[src/rtl/i2c_pkg.sv]
// Shared I2C definitions: arbiter FSM encoding, bus field widths and
// response flag bit positions used by the arbiter, master engine and write path.
package i2c_pkg;

    localparam int I2C_ADDR_W = 7;
    localparam int I2C_DATA_W = 8;

    localparam int RESP_FLAG_NACK    = 0;
    localparam int RESP_FLAG_TIMEOUT = 1;
    localparam int RESP_FLAG_W       = 2;

    typedef enum logic [2:0] {
        ST_IDLE,
        ST_LATCH,
        ST_RUN,
        ST_RESP,
        ST_GAP
    } arb_state_t;

endpackage

[src/rtl/i2c_rr_picker.sv]
// Combinational round-robin search: first set request at or above ptr,
// wrapping around, reported as one-hot grant plus binary index.
module i2c_rr_picker #(
    parameter int NREQ  = 4,
    parameter int IDX_W = $clog2(NREQ)
) (
    input  logic [NREQ-1:0]  req,
    input  logic [IDX_W-1:0] ptr,
    output logic [NREQ-1:0]  grant,
    output logic [IDX_W-1:0] index,
    output logic             any
);

    logic [IDX_W-1:0] pos_arr [NREQ];
    logic [NREQ-1:0]  hit;

    // pos_arr[gi] is the client sitting gi places after ptr
    generate
        for (genvar gi = 0; gi < NREQ; gi++) begin : g_rot
            logic [IDX_W:0] pos_sum;
            assign pos_sum     = {1'b0, ptr} + (IDX_W+1)'(gi);
            assign pos_arr[gi] = IDX_W'((pos_sum >= (IDX_W+1)'(NREQ)) ?
                                        pos_sum - (IDX_W+1)'(NREQ) : pos_sum);
            assign hit[gi]     = req[pos_arr[gi]];
        end
    endgenerate

    always_comb begin
        grant = '0;
        index = '0;
        any   = |req;
        for (int k = NREQ - 1; k >= 0; k--) begin
            if (hit[k]) begin
                index = pos_arr[k];
            end
        end
        if (any) begin
            grant[index] = 1'b1;
        end
    end

endmodule

[src/rtl/i2c_bus_arbiter.sv]
// Round-robin arbiter sharing one I2C byte-transaction engine between NREQ
// clients: grant, latch request, run engine with timeout, respond, bus-free gap.
module i2c_bus_arbiter
    import i2c_pkg::*;
#(
    parameter int NREQ    = 4,
    parameter int TIMEOUT = 4096,
    parameter int GAP     = 4
) (
    input  logic                       clk,
    input  logic                       rst,
    input  logic [NREQ-1:0]            req,
    input  logic [I2C_ADDR_W*NREQ-1:0] req_addr,
    input  logic [I2C_DATA_W*NREQ-1:0] req_data,
    input  logic [NREQ-1:0]            req_rw,
    output logic [NREQ-1:0]            gnt,
    output logic                       resp_valid,
    output logic [$clog2(NREQ)-1:0]    resp_id,
    output logic                       resp_nack,
    output logic                       resp_timeout,
    output logic [I2C_DATA_W-1:0]      resp_rdata,
    output logic [I2C_ADDR_W-1:0]      m_addr,
    output logic [I2C_DATA_W-1:0]      m_data,
    output logic                       m_rw,
    output logic                       m_enable,
    input  logic                       m_done,
    input  logic                       m_nack,
    input  logic [I2C_DATA_W-1:0]      m_rdata
);

    localparam int IDX_W = $clog2(NREQ);
    localparam int TO_W  = $clog2(TIMEOUT + 1);
    localparam int GAP_W = $clog2(GAP + 1);

    arb_state_t state_reg, state_next;

    logic [NREQ-1:0]        gnt_reg;
    logic [IDX_W-1:0]       idx_reg;
    logic [IDX_W-1:0]       ptr_reg;
    logic [TO_W-1:0]        to_cnt_reg;
    logic [GAP_W-1:0]       gap_cnt_reg;
    logic [RESP_FLAG_W-1:0] flags_reg;
    logic [I2C_DATA_W-1:0]  rdata_reg;
    logic [I2C_ADDR_W-1:0]  m_addr_reg;
    logic [I2C_DATA_W-1:0]  m_data_reg;
    logic                   m_rw_reg;

    logic [I2C_ADDR_W-1:0]  addr_arr [NREQ];
    logic [I2C_DATA_W-1:0]  data_arr [NREQ];

    logic [NREQ-1:0]        pick_gnt;
    logic [IDX_W-1:0]       pick_idx;
    logic                   pick_any;
    logic                   run_expire;

    generate
        for (genvar gi = 0; gi < NREQ; gi++) begin : g_slice
            assign addr_arr[gi] = req_addr[I2C_ADDR_W*gi +: I2C_ADDR_W];
            assign data_arr[gi] = req_data[I2C_DATA_W*gi +: I2C_DATA_W];
        end
    endgenerate

    i2c_rr_picker #(
        .NREQ  (NREQ),
        .IDX_W (IDX_W)
    ) u_picker (
        .req   (req),
        .ptr   (ptr_reg),
        .grant (pick_gnt),
        .index (pick_idx),
        .any   (pick_any)
    );

    assign run_expire = (to_cnt_reg == TO_W'(TIMEOUT - 1));

    // m_done wins over the terminal count, so a late completion is a success
    always_comb begin
        state_next = state_reg;
        case (state_reg)
            ST_IDLE:  if (pick_any) state_next = ST_LATCH;
            ST_LATCH: state_next = ST_RUN;
            ST_RUN:   if (m_done || run_expire) state_next = ST_RESP;
            ST_RESP:  state_next = ST_GAP;
            ST_GAP:   if (gap_cnt_reg == GAP_W'(GAP - 1)) state_next = ST_IDLE;
            default:  state_next = ST_IDLE;
        endcase
    end

    always_ff @(posedge clk) begin
        if (rst) begin
            state_reg   <= ST_IDLE;
            gnt_reg     <= '0;
            idx_reg     <= '0;
            ptr_reg     <= '0;
            to_cnt_reg  <= '0;
            gap_cnt_reg <= '0;
            flags_reg   <= '0;
            rdata_reg   <= '0;
            m_addr_reg  <= '0;
            m_data_reg  <= '0;
            m_rw_reg    <= 1'b0;
        end else begin
            state_reg <= state_next;
            case (state_reg)
                ST_IDLE: begin
                    gnt_reg <= pick_gnt;
                    if (pick_any) idx_reg <= pick_idx;
                end
                ST_LATCH: begin
                    m_addr_reg <= addr_arr[idx_reg];
                    m_data_reg <= data_arr[idx_reg];
                    m_rw_reg   <= req_rw[idx_reg];
                    to_cnt_reg <= '0;
                end
                ST_RUN: begin
                    if (m_done) begin
                        flags_reg                 <= '0;
                        flags_reg[RESP_FLAG_NACK] <= m_nack;
                        rdata_reg                 <= m_rdata;
                        gnt_reg                   <= '0;
                    end else if (run_expire) begin
                        flags_reg                    <= '0;
                        flags_reg[RESP_FLAG_TIMEOUT] <= 1'b1;
                        gnt_reg                      <= '0;
                    end else begin
                        to_cnt_reg <= to_cnt_reg + 1'b1;
                    end
                end
                ST_RESP: begin
                    ptr_reg     <= (idx_reg == IDX_W'(NREQ - 1)) ? '0 : idx_reg + 1'b1;
                    gap_cnt_reg <= '0;
                end
                ST_GAP: begin
                    gap_cnt_reg <= gap_cnt_reg + 1'b1;
                end
                default: ;
            endcase
        end
    end

    assign gnt          = gnt_reg;
    assign m_enable     = (state_reg == ST_RUN);
    assign resp_valid   = (state_reg == ST_RESP);
    assign resp_id      = idx_reg;
    assign resp_nack    = resp_valid & flags_reg[RESP_FLAG_NACK];
    assign resp_timeout = resp_valid & flags_reg[RESP_FLAG_TIMEOUT];
    assign resp_rdata   = rdata_reg;
    assign m_addr       = m_addr_reg;
    assign m_data       = m_data_reg;
    assign m_rw         = m_rw_reg;

endmodule

[config.mk]
export PLATFORM = sky130hd
export DESIGN_NAME = i2c_bus_arbiter
export DESIGN_NICKNAME = d
export VERILOG_FILES = /design/src/rtl/i2c_pkg.sv /design/src/rtl/i2c_rr_picker.sv /design/src/rtl/i2c_bus_arbiter.sv
export SDC_FILE = /design/constraint.sdc
export NUM_CORES = 1
export LEC_CHECK = 0
export CAP_MARGIN = 20
export CORE_UTILIZATION = 45
export DETAILED_ROUTE_END_ITERATION = 8
export PLACE_DENSITY_LB_ADDON = 0.15
export SYNTH_ARGS = -nofsm -noshare
export SYNTH_HDL_FRONTEND = slang
export SYNTH_SLANG_ARGS = --single-unit
[constraint.sdc]
create_clock -name clk -period 2.95 [get_ports clk]
set_input_delay 0.59 -clock clk [delete_from_list [all_inputs] [get_ports clk]]
set_output_delay 0.59 -clock clk [all_outputs]
set_load 0.005 [all_outputs]
==> impl_metrics.json <==
{
  "h-tree-depth": 2,
  "synth_area_per_cell_um2": 8.88,
  "clkTransAtPathRegs_ps": 90,
  "cp-endpoint": "resp_nack",
  "vias": 2762,
  "port_buffers": 113,
  "end_kind": "output pin",
  "post-place-ws_ps": 499,
  "postCtsResizedCells": 0,
  "worstSkewPairLatency_ps": 300,
  "dieArea_mm2": 0.00643,
  "synth.top_cell.area_share": 0.385,
  "worst_slew_pin_slew_ps": 736,
  "required_ps": 2360,
  "setup_viol": 0,
  "cap_violations": 0,
  "netlist_area_mm2": 0.00275,
  "vias_per_cell": 5.67,
  "r2r_end": "gnt[0]",
  "grt_max_degree": 45,
  "grt_antenna_before_repair": 0,
  "cts_root_buffer": "clkbuf_8",
  "worstSetupPathType": "flip-flop to output pin",
  "grt_pass1_wl_um": 11400,
  "ant_nets": 0,
  "hp-class": "flip-flop to flip-flop",
  "placed_cells": 479,
  "cts_buffer_depth": 2,
  "antennaDiodeCount": 0,
  "drt_wl_total_um": 7140,
  "grt_pass1_vias": 2541,
  "ys_seq_elements": 53,
  "cts.sinks": 53,
  "power_density_mw_per_mm2": 520,
  "crit_chain": "nand2_1 > nor2_1 > and2_1 > clkdlybuf4s50_1",
  "cts_buffers": 5,
  "finalSetupTns_ps": 0,
  "nNetsFinal": 495,
  "drtPass1Iterations": 6,
  "r2r_slack_ps": 620,
  "slew_violations": 0,
  "seq_area_frac_synth": 0.385,
  "start_util": 0.465,
  "post-route-util": 0.680,
  "critPathMaxFanout": 10,
  "period_share": 0.927,
  "synth_edf_count": 0,
  "cts_tree": "yes",
  "peakVddDrop_mv": 0.281,
  "worstPathArrival_ps": 2140,
  "critPathSlowestCell": "dfxtp_1",
  "multiInputGateArea_mm2": 0.00158,
  "hold-worst-slack_ps": 445,
  "grt_use_total": 0.226,
  "drive_gt1_frac": 0.0825,
  "finalWorstSetupSlack_ps": 216,
  "area_growth_syn_to_layout_pct": 46.4,
  "fill_cells": 492,
  "critPathMaxStageDelay_ps": 510,
  "synth_top_area_cell": "dfxtp_1",
  "drt_iter0_markers": 167,
  "cp-start-kind": "flip-flop",
  "rsz0062_at_grt": "no",
  "num_rows": 28,
  "ys_top_cells_by_area": "dfxtp_1, mux4_2, nand2_1, a21oi_1, ha_1",
  "finClkSkew_ps": 6.24,
  "period_minus_slack_ps": 2730,
  "synth_async_sr_flop_share": 0,
  "maxSlewHeadroom": 0.509,
  "die_x_um": 80.2,
  "instances_no_fill": 487,
  "largest_reg_flops": 13,
  "routedWlPerCell_um": 14.7,
  "core-area_mm2": 0.00592,
  "r2r_start": "to_cnt_reg[0]",
  "cts_hold_buf": 0,
  "dpl.hpwl_um": 5250,
  "die_y_um": 80.2,
  "worstSetupStartpoint": "state_reg[1]",
  "hold_violations": 0,
  "io_pins": 114,
  "synth.distinct_cells": 52,
  "ff2ff_path_depth": 5,
  "status": "finished, final reports clean",
  "syn_inst": 310,
  "synth-main-ff-cell": "dfxtp_1",
  "yosys_warnings": 0,
  "syn_nets": 394,
  "gp_congestion": 0.790,
  "drc": 0,
  "fmax_mhz": 366,
  "regArea_mm2": 0.00106,
  "post_cts_buffers": 0,
  "grt_remaining_overflow": 0,
  "p_leak_nw": 1.36
}
## how the worst min path moves through the flow
stage	from	to	slack, ps	depth (start not counted)
3_3_place_gp	to_cnt_reg[12]	to_cnt_reg[12]	430	1
6_report	to_cnt_reg[12]	to_cnt_reg[12]	440	1
4_1_cts	to_cnt_reg[12]	to_cnt_reg[12]	450	1
5_1_grt	to_cnt_reg[12]	to_cnt_reg[12]	460	1
3_5_place_dp	to_cnt_reg[12]	to_cnt_reg[12]	440	1
2_1_floorplan	to_cnt_reg[12]	to_cnt_reg[12]	420	1
## power by group
group	switching, W	internal (W)
Clock	0.000225	0.000277
Combinational	0.000330	0.000397
Sequential	0.0000675	0.000799
Total	0.000623	0.00147
## synthesized netlist by cell type, drive strengths merged (2+ instances only)
master	number
o311ai	2
nor3	4
o21ai	10
and3	2
mux4	16
o211ai	4
nand3	7
nand2	60
nor4	2
a21oi	37
nand4b	2
nor2b	6
or3b	2
o32ai	2
and4	4
ha	4
nand2b	2
clkbuf	13
nor2	9
and2	5
o41ai	3
nand4	7
buf	10
or4	6
a32o	2
or2	2
inv	5
a31oi	3
dfxtp	53
a21boi	2
or3	4
o31ai	4
## worst max-delay path: cells and delay by family, from the launching register on
kind | cells | cell delay, ps
simple gates | 3 | 850
buf+inv | 1 | 490
flops | 1 | 510
## metal layers
| metal | part of all wire | routed length, um | GRT usage |
|---|---|---|---|
| met1 | 0.43 | 3100 | 0.281 |
| met2 | 0.51 | 3620 | 0.406 |
| met3 | 0.055 | 395 | 0.0511 |
| met4 | 0.0028 | 20 | 0.0321 |
| met5 | 0 | 0 | 0 |
## cells by family (layout without fill, tap and decap cells)
group / after synthesis / count (layout) / share of synthesized area
simple gates: 128 / 128 / 0.237
compound gates: 80 / 80 / 0.182
flops: 53 / 53 / 0.385
buf+inv: 28 / 130 / 0.0432
mux: 16 / 16 / 0.131
fa+ha+maj: 4 / 4 / 0.0182
xor+xnor: 1 / 1 / 0.00318
## cell usage in the layout, fill, tap and decap left out, types with 2 or more instances in the layout
master	n
clkdlybuf4s50_1	113
nand2_1	60
dfxtp_1	53
a21oi_1	37
mux4_2	16
o21ai_0	10
nor2_1	9
nand3_1	7
nand4_1	7
or4_1	6
nor2b_1	6
clkbuf_8	6
and2_1	5
inv_1	4
and4_1	4
or3_1	4
o31ai_1	4
o211ai_1	4
nor3_1	4
ha_1	4
buf_4	4
o41ai_1	3
a31oi_1	3
and3_1	2
nand2b_1	2
o311ai_0	2
nand4b_1	2
a21boi_0	2
or2_2	2
nor4_1	2
a32o_1	2
o32ai_1	2
## area by class of cell
type	count	share of cell area
Tap cell	75	0.0233
Clock buffer	7	0.0214
Clock inverter	1	0.00745
Multi-Input combinational cell	229	0.392
Inverter	5	0.00466
Timing Repair Buffer	117	0.288
Sequential cell	53	0.263
## stage by stage
step | area [um2] | total power [W]
after floorplan | 2750 | 0.00128
after CTS | 4030 | 0.00211
after detailed placement | 3910 | 0.00161
after global placement | 3910 | 0.00160
after global routing | 4030 | 0.00223
final | 4030 | 0.00210
(Power assumes the default switching activity.)
==> edit 1 (same flow settings) <==
The 5 states of `arb_state_t` get a Gray code encoding in 3 bits.
--- a/src/rtl/i2c_pkg.sv
+++ b/src/rtl/i2c_pkg.sv
@@ -10,11 +10,11 @@
     localparam int RESP_FLAG_W       = 2;
 
     typedef enum logic [2:0] {
-        ST_IDLE,
-        ST_LATCH,
-        ST_RUN,
-        ST_RESP,
-        ST_GAP
+        ST_IDLE  = 3'b000,
+        ST_LATCH = 3'b001,
+        ST_RUN   = 3'b011,
+        ST_RESP  = 3'b010,
+        ST_GAP   = 3'b110
     } arb_state_t;
 
 endpackage
Function: same outputs for any inputs over 10 cycles, from zero or initial values and one cycle with rst high; not proved beyond that.
==> edit 1 against the unedited design <==
Routed wire length up 1.8%; final area down 0.71%; sequential cell count is the same; total power down 20%; critical path depth did not move; area after synthesis decreased by 1.5%; die area fell by 1.5%; setup slack improved by 0.063 ns; critical path type unchanged; largest power group unchanged.
==> edit 1: results (changes against the unedited design) <==
Layout
  – Multi-In Gates: 223 (was 229)
  – Clk tree area frac: 0.02909 (was 0.02888)
  – Fraction of final layout cells sized beyond drive strength 1: 0.07843 (was 0.08252)
  – Area of the multi-input gates: 1545 um^2 (was 1578 um^2)
  – Non-clock inverters: 7 (was 5)
  – Post-layout nets: 491 (was 495)
  – Signal buf overhead: 0.2903 (was 0.2882)

Synth
  – Top post-synthesis cells by area: dfxtp_1, mux4_2, nand2_1 (unchanged)
  – Synth Area in Compound Gates: 0.1782 (was 0.1823)
  – Post-synthesis adder-cell area fraction: 0.01847 (was 0.01818)
  – Post-synthesis cell type count: 45 (was 52)
  – Post-synth top cells: nand2_1, dfxtp_1, a21oi_1, mux4_2, nor2_1 (was nand2_1, dfxtp_1, a21oi_1, mux4_2, clkbuf_1)
  – Post-synthesis xor/xnor area fraction: 0 (was 0.003182)
  – Seq/Total Area, Yosys: 0.3915 (was 0.3855)
  – Post-synthesis mux area share: 0.1367 (was 0.1309)
  – Post-Synthesis Net Count: 383 (was 394)

Routing
  – Met2 WL post-DR: 3767 um (was 3616 um)
  – Metal3 WL: 504 um (was 395 um)
  – Routed met1 length: 2942 um (was 3104 um)
  – Total wire length: 7268 um (was 7136 um)
  – Via count: 2686 (was 2762)
  – DRT iter0 DRCs: 78 (was 167)
  – Avg WL per Cell: 15.14 um (was 14.65 um)

Pwr
  – Pwr dens: 418.3 nW/um^2 (was 520.3 nW/um^2)
  – Total design power: 1.673 mW (was 2.096 mW)
  – Logic pwr share: 0.232 (was 0.347)
  – Sw frac: 0.2476 (was 0.2970)
  – Worst VDD drop: 0.2979 mV (was 0.2806 mV)

Placed design
  – GPL Wtd Cong: 0.8216 (was 0.7902)
  – Dpl cell area: 3884 um^2 (was 3913 um^2)
  – Post-DP HPWL: 5534 um (was 5252 um)

GRT
  – GR Layer Usage met1: 0.2821 (was 0.2807)
  – Met3 usage: 0.05829 (was 0.05114)
  – GRT met2 Usage: 0.4179 (was 0.4060)
  – Largest net degree at the start of global routing: 27 (was 45)

Timing
  – Worst-margin pin slew: 0.7793 ns (was 0.7358 ns)
  – Hold slack: 0.4563 ns (was 0.4446 ns)

Setup path
  – Crit path DAT: 2.08 ns (was 2.14 ns)
  – End of the worst register-to-register path: to_cnt_reg[7]$_SDFFE_PP0P_ (was gnt[0]$_SDFFE_PP0P_)

Status
  – Outcome: completed (unchanged)
==> edit 1: worst min path at each step <==
| stage | start | end | depth (start not counted) |
|---|---|---|---|
| 2_1_floorplan | flags_reg[0]$_SDFFE_PP0P_ | flags_reg[0]$_SDFFE_PP0P_ | 1 |
| 3_3_place_gp | m_data[3]$_SDFFE_PP0P_ | m_data[3]$_SDFFE_PP0P_ | 2 |
| 3_5_place_dp | m_data[5]$_SDFFE_PP0P_ | m_data[5]$_SDFFE_PP0P_ | 2 |
| 4_1_cts | m_data[5]$_SDFFE_PP0P_ | m_data[5]$_SDFFE_PP0P_ | 2 |
| 5_1_grt | resp_rdata[7]$_SDFFE_PP0P_ | resp_rdata[7]$_SDFFE_PP0P_ | 2 |
| 6_report | m_data[5]$_SDFFE_PP0P_ | m_data[5]$_SDFFE_PP0P_ | 2 |
==> edit 1: critical path, stage by stage, from the launching register on <==
cell             delay [ns]
dfxtp_1                0.51
nand2b_1               0.27
nor2_1                 0.31
and2_1                 0.19
clkdlybuf4s50_1        0.50
==> edit 2 (same flow settings) <==
Made on the original files. The parameter `GAP` goes from 4 to 2.
--- a/src/rtl/i2c_bus_arbiter.sv
+++ b/src/rtl/i2c_bus_arbiter.sv
@@ -5,7 +5,7 @@
 #(
     parameter int NREQ    = 4,
     parameter int TIMEOUT = 4096,
-    parameter int GAP     = 4
+    parameter int GAP     = 2
 ) (
     input  logic                       clk,
     input  logic                       rst,
Check against the original RTL: not equivalent (Yosys sat finds a counterexample within 10 cycles, from zero or initial values and one cycle with rst high).
==> edit 2 against the unedited design <==
Total power shrank 23%; final area shrank 0.43%; area after synthesis shrank 0.91%; routed wire length grew 0.85%; first-iteration DRC count shrank 35%; setup slack gained 0.051 ns; count of clock-buffer cells in the layout grew 1; critical path depth grew 1; sequential cell count shrank 1; fmax grew 1.9%.
==> edit 2: results (changes against the unedited design) <==
Clock tree
  – Setup Fix Bufs, Post-CTS: 0 (unchanged)

Setup path
  – Crit Path Max Fanout: 10 (unchanged)
  – Crit path DAT: 2.09 ns (was 2.14 ns)
  – Register-to-register setup slack: 0.76 ns (was 0.62 ns)
  – End of the worst register-to-register path: to_cnt_reg[7]$_SDFFE_PP0P_ (was gnt[0]$_SDFFE_PP0P_)

Pwr
  – P_comb: 0.432 mW (was 0.727 mW)
  – Static leakage: 1.346 nW (was 1.355 nW)
  – Switch Pwr: 0.4282 mW (was 0.6227 mW)
  – Sw frac: 0.2638 (was 0.2970)
  – Power Clock: 0.414 mW (was 0.502 mW)

Synth
  – Seq/Total Area, Yosys: 0.3817 (was 0.3855)
  – Post-synthesis cell type count: 54 (was 52)
  – Syn Inst Count: 304 (was 310)
  – Top post-synthesis cells by area: dfxtp_1, mux4_2, nand2_1 (unchanged)

Layout
  – Fin cells: 486 (was 487)
  – Fraction of final layout cells sized beyond drive strength 1: 0.1039 (was 0.08252)
  – Post-layout nets: 496 (was 495)

Routing
  – DRT Pass-1 Iters: 4 (was 6)
  – DRT iter0 DRCs: 108 (was 167)
  – Via count: 2710 (was 2762)

Hold path
  – Endpoint with the worst hold slack: resp_rdata[5]$_SDFFE_PP0P_ (was to_cnt_reg[12]$_SDFFE_PP0P_)
  – Worst hold start: resp_rdata[5]$_SDFFE_PP0P_ (was to_cnt_reg[12]$_SDFFE_PP0P_)
  – Hold depth: 2 (was 1)

GRT
  – Largest net degree at the start of global routing: 21 (was 45)
  – First-pass GRT wire length: 11710 um (was 11440 um)

Placed design
  – GPL Wtd Cong: 0.8294 (was 0.7902)
  – Setup WS pre-CTS: 0.4887 ns (was 0.4989 ns)
  – Placed Instances: 478 (was 479)
  – Post-DP HPWL: 5543 um (was 5252 um)
  – Dpl cell area: 3920 um^2 (was 3913 um^2)

Timing
  – Hold slack: 0.4568 ns (was 0.4446 ns)
  – Relative slew slack: 0.5851 (was 0.5094)

Status
  – Outcome: completed (unchanged)
## edit 2: logic make-up after synthesis
family / count (synthesis) / synth area share
flops: 52 / 0.3817
buf+inv: 26 / 0.04404
simple gates: 132 / 0.2495
fa+ha+maj: 3 / 0.01376
compound gates: 73 / 0.1716
mux: 18 / 0.1395
## edit 2: worst max path at each step
stage / slack (ns) / cells after the start / endpoint / startpoint
4_1_cts: 0.14 / 5 / resp_timeout / state_reg[0]$_SDFFE_PP0P_
5_1_grt: 0.09 / 5 / resp_timeout / state_reg[1]$_SDFFE_PP0P_
6_report: 0.27 / 5 / resp_nack / state_reg[1]$_SDFFE_PP0P_
3_5_place_dp: 0.49 / 5 / resp_timeout / state_reg[0]$_SDFFE_PP0P_
2_1_floorplan: 1.13 / 6 / gnt[2]$_SDFFE_PP0P_ / to_cnt_reg[0]$_SDFFE_PP0P_
3_3_place_gp: 0.53 / 5 / resp_timeout / state_reg[0]$_SDFFE_PP0P_
## edit 2: area by class of cell
type                            instances  area [um^2]
Timing Repair Buffer                  121         1191
Clock buffer                            8        90.09
Inverter                                7        26.28
Sequential cell                        52         1042
Multi-Input combinational cell        226         1572
Tap cell                               72        90.09
Fill cell                             454         1664
## edit 2: worst max-delay path: stages, from the launching register on
cell,delay (ns)
dfxtp_1,0.51
nand2_1,0.16
or2_2,0.34
inv_1,0.15
and2_1,0.15
clkdlybuf4s50_1,0.49
## edit 2: layer usage
layer | up-vias | global-route usage | routed length (um)
met4 | 0 | 0.06250 | 75
met1 | 1273 | 0.2872 | 3010
met3 | 8 | 0.05143 | 477
met2 | 98 | 0.4128 | 3633
li1 | 1331 | - | -
met5 | - | 0 | 0
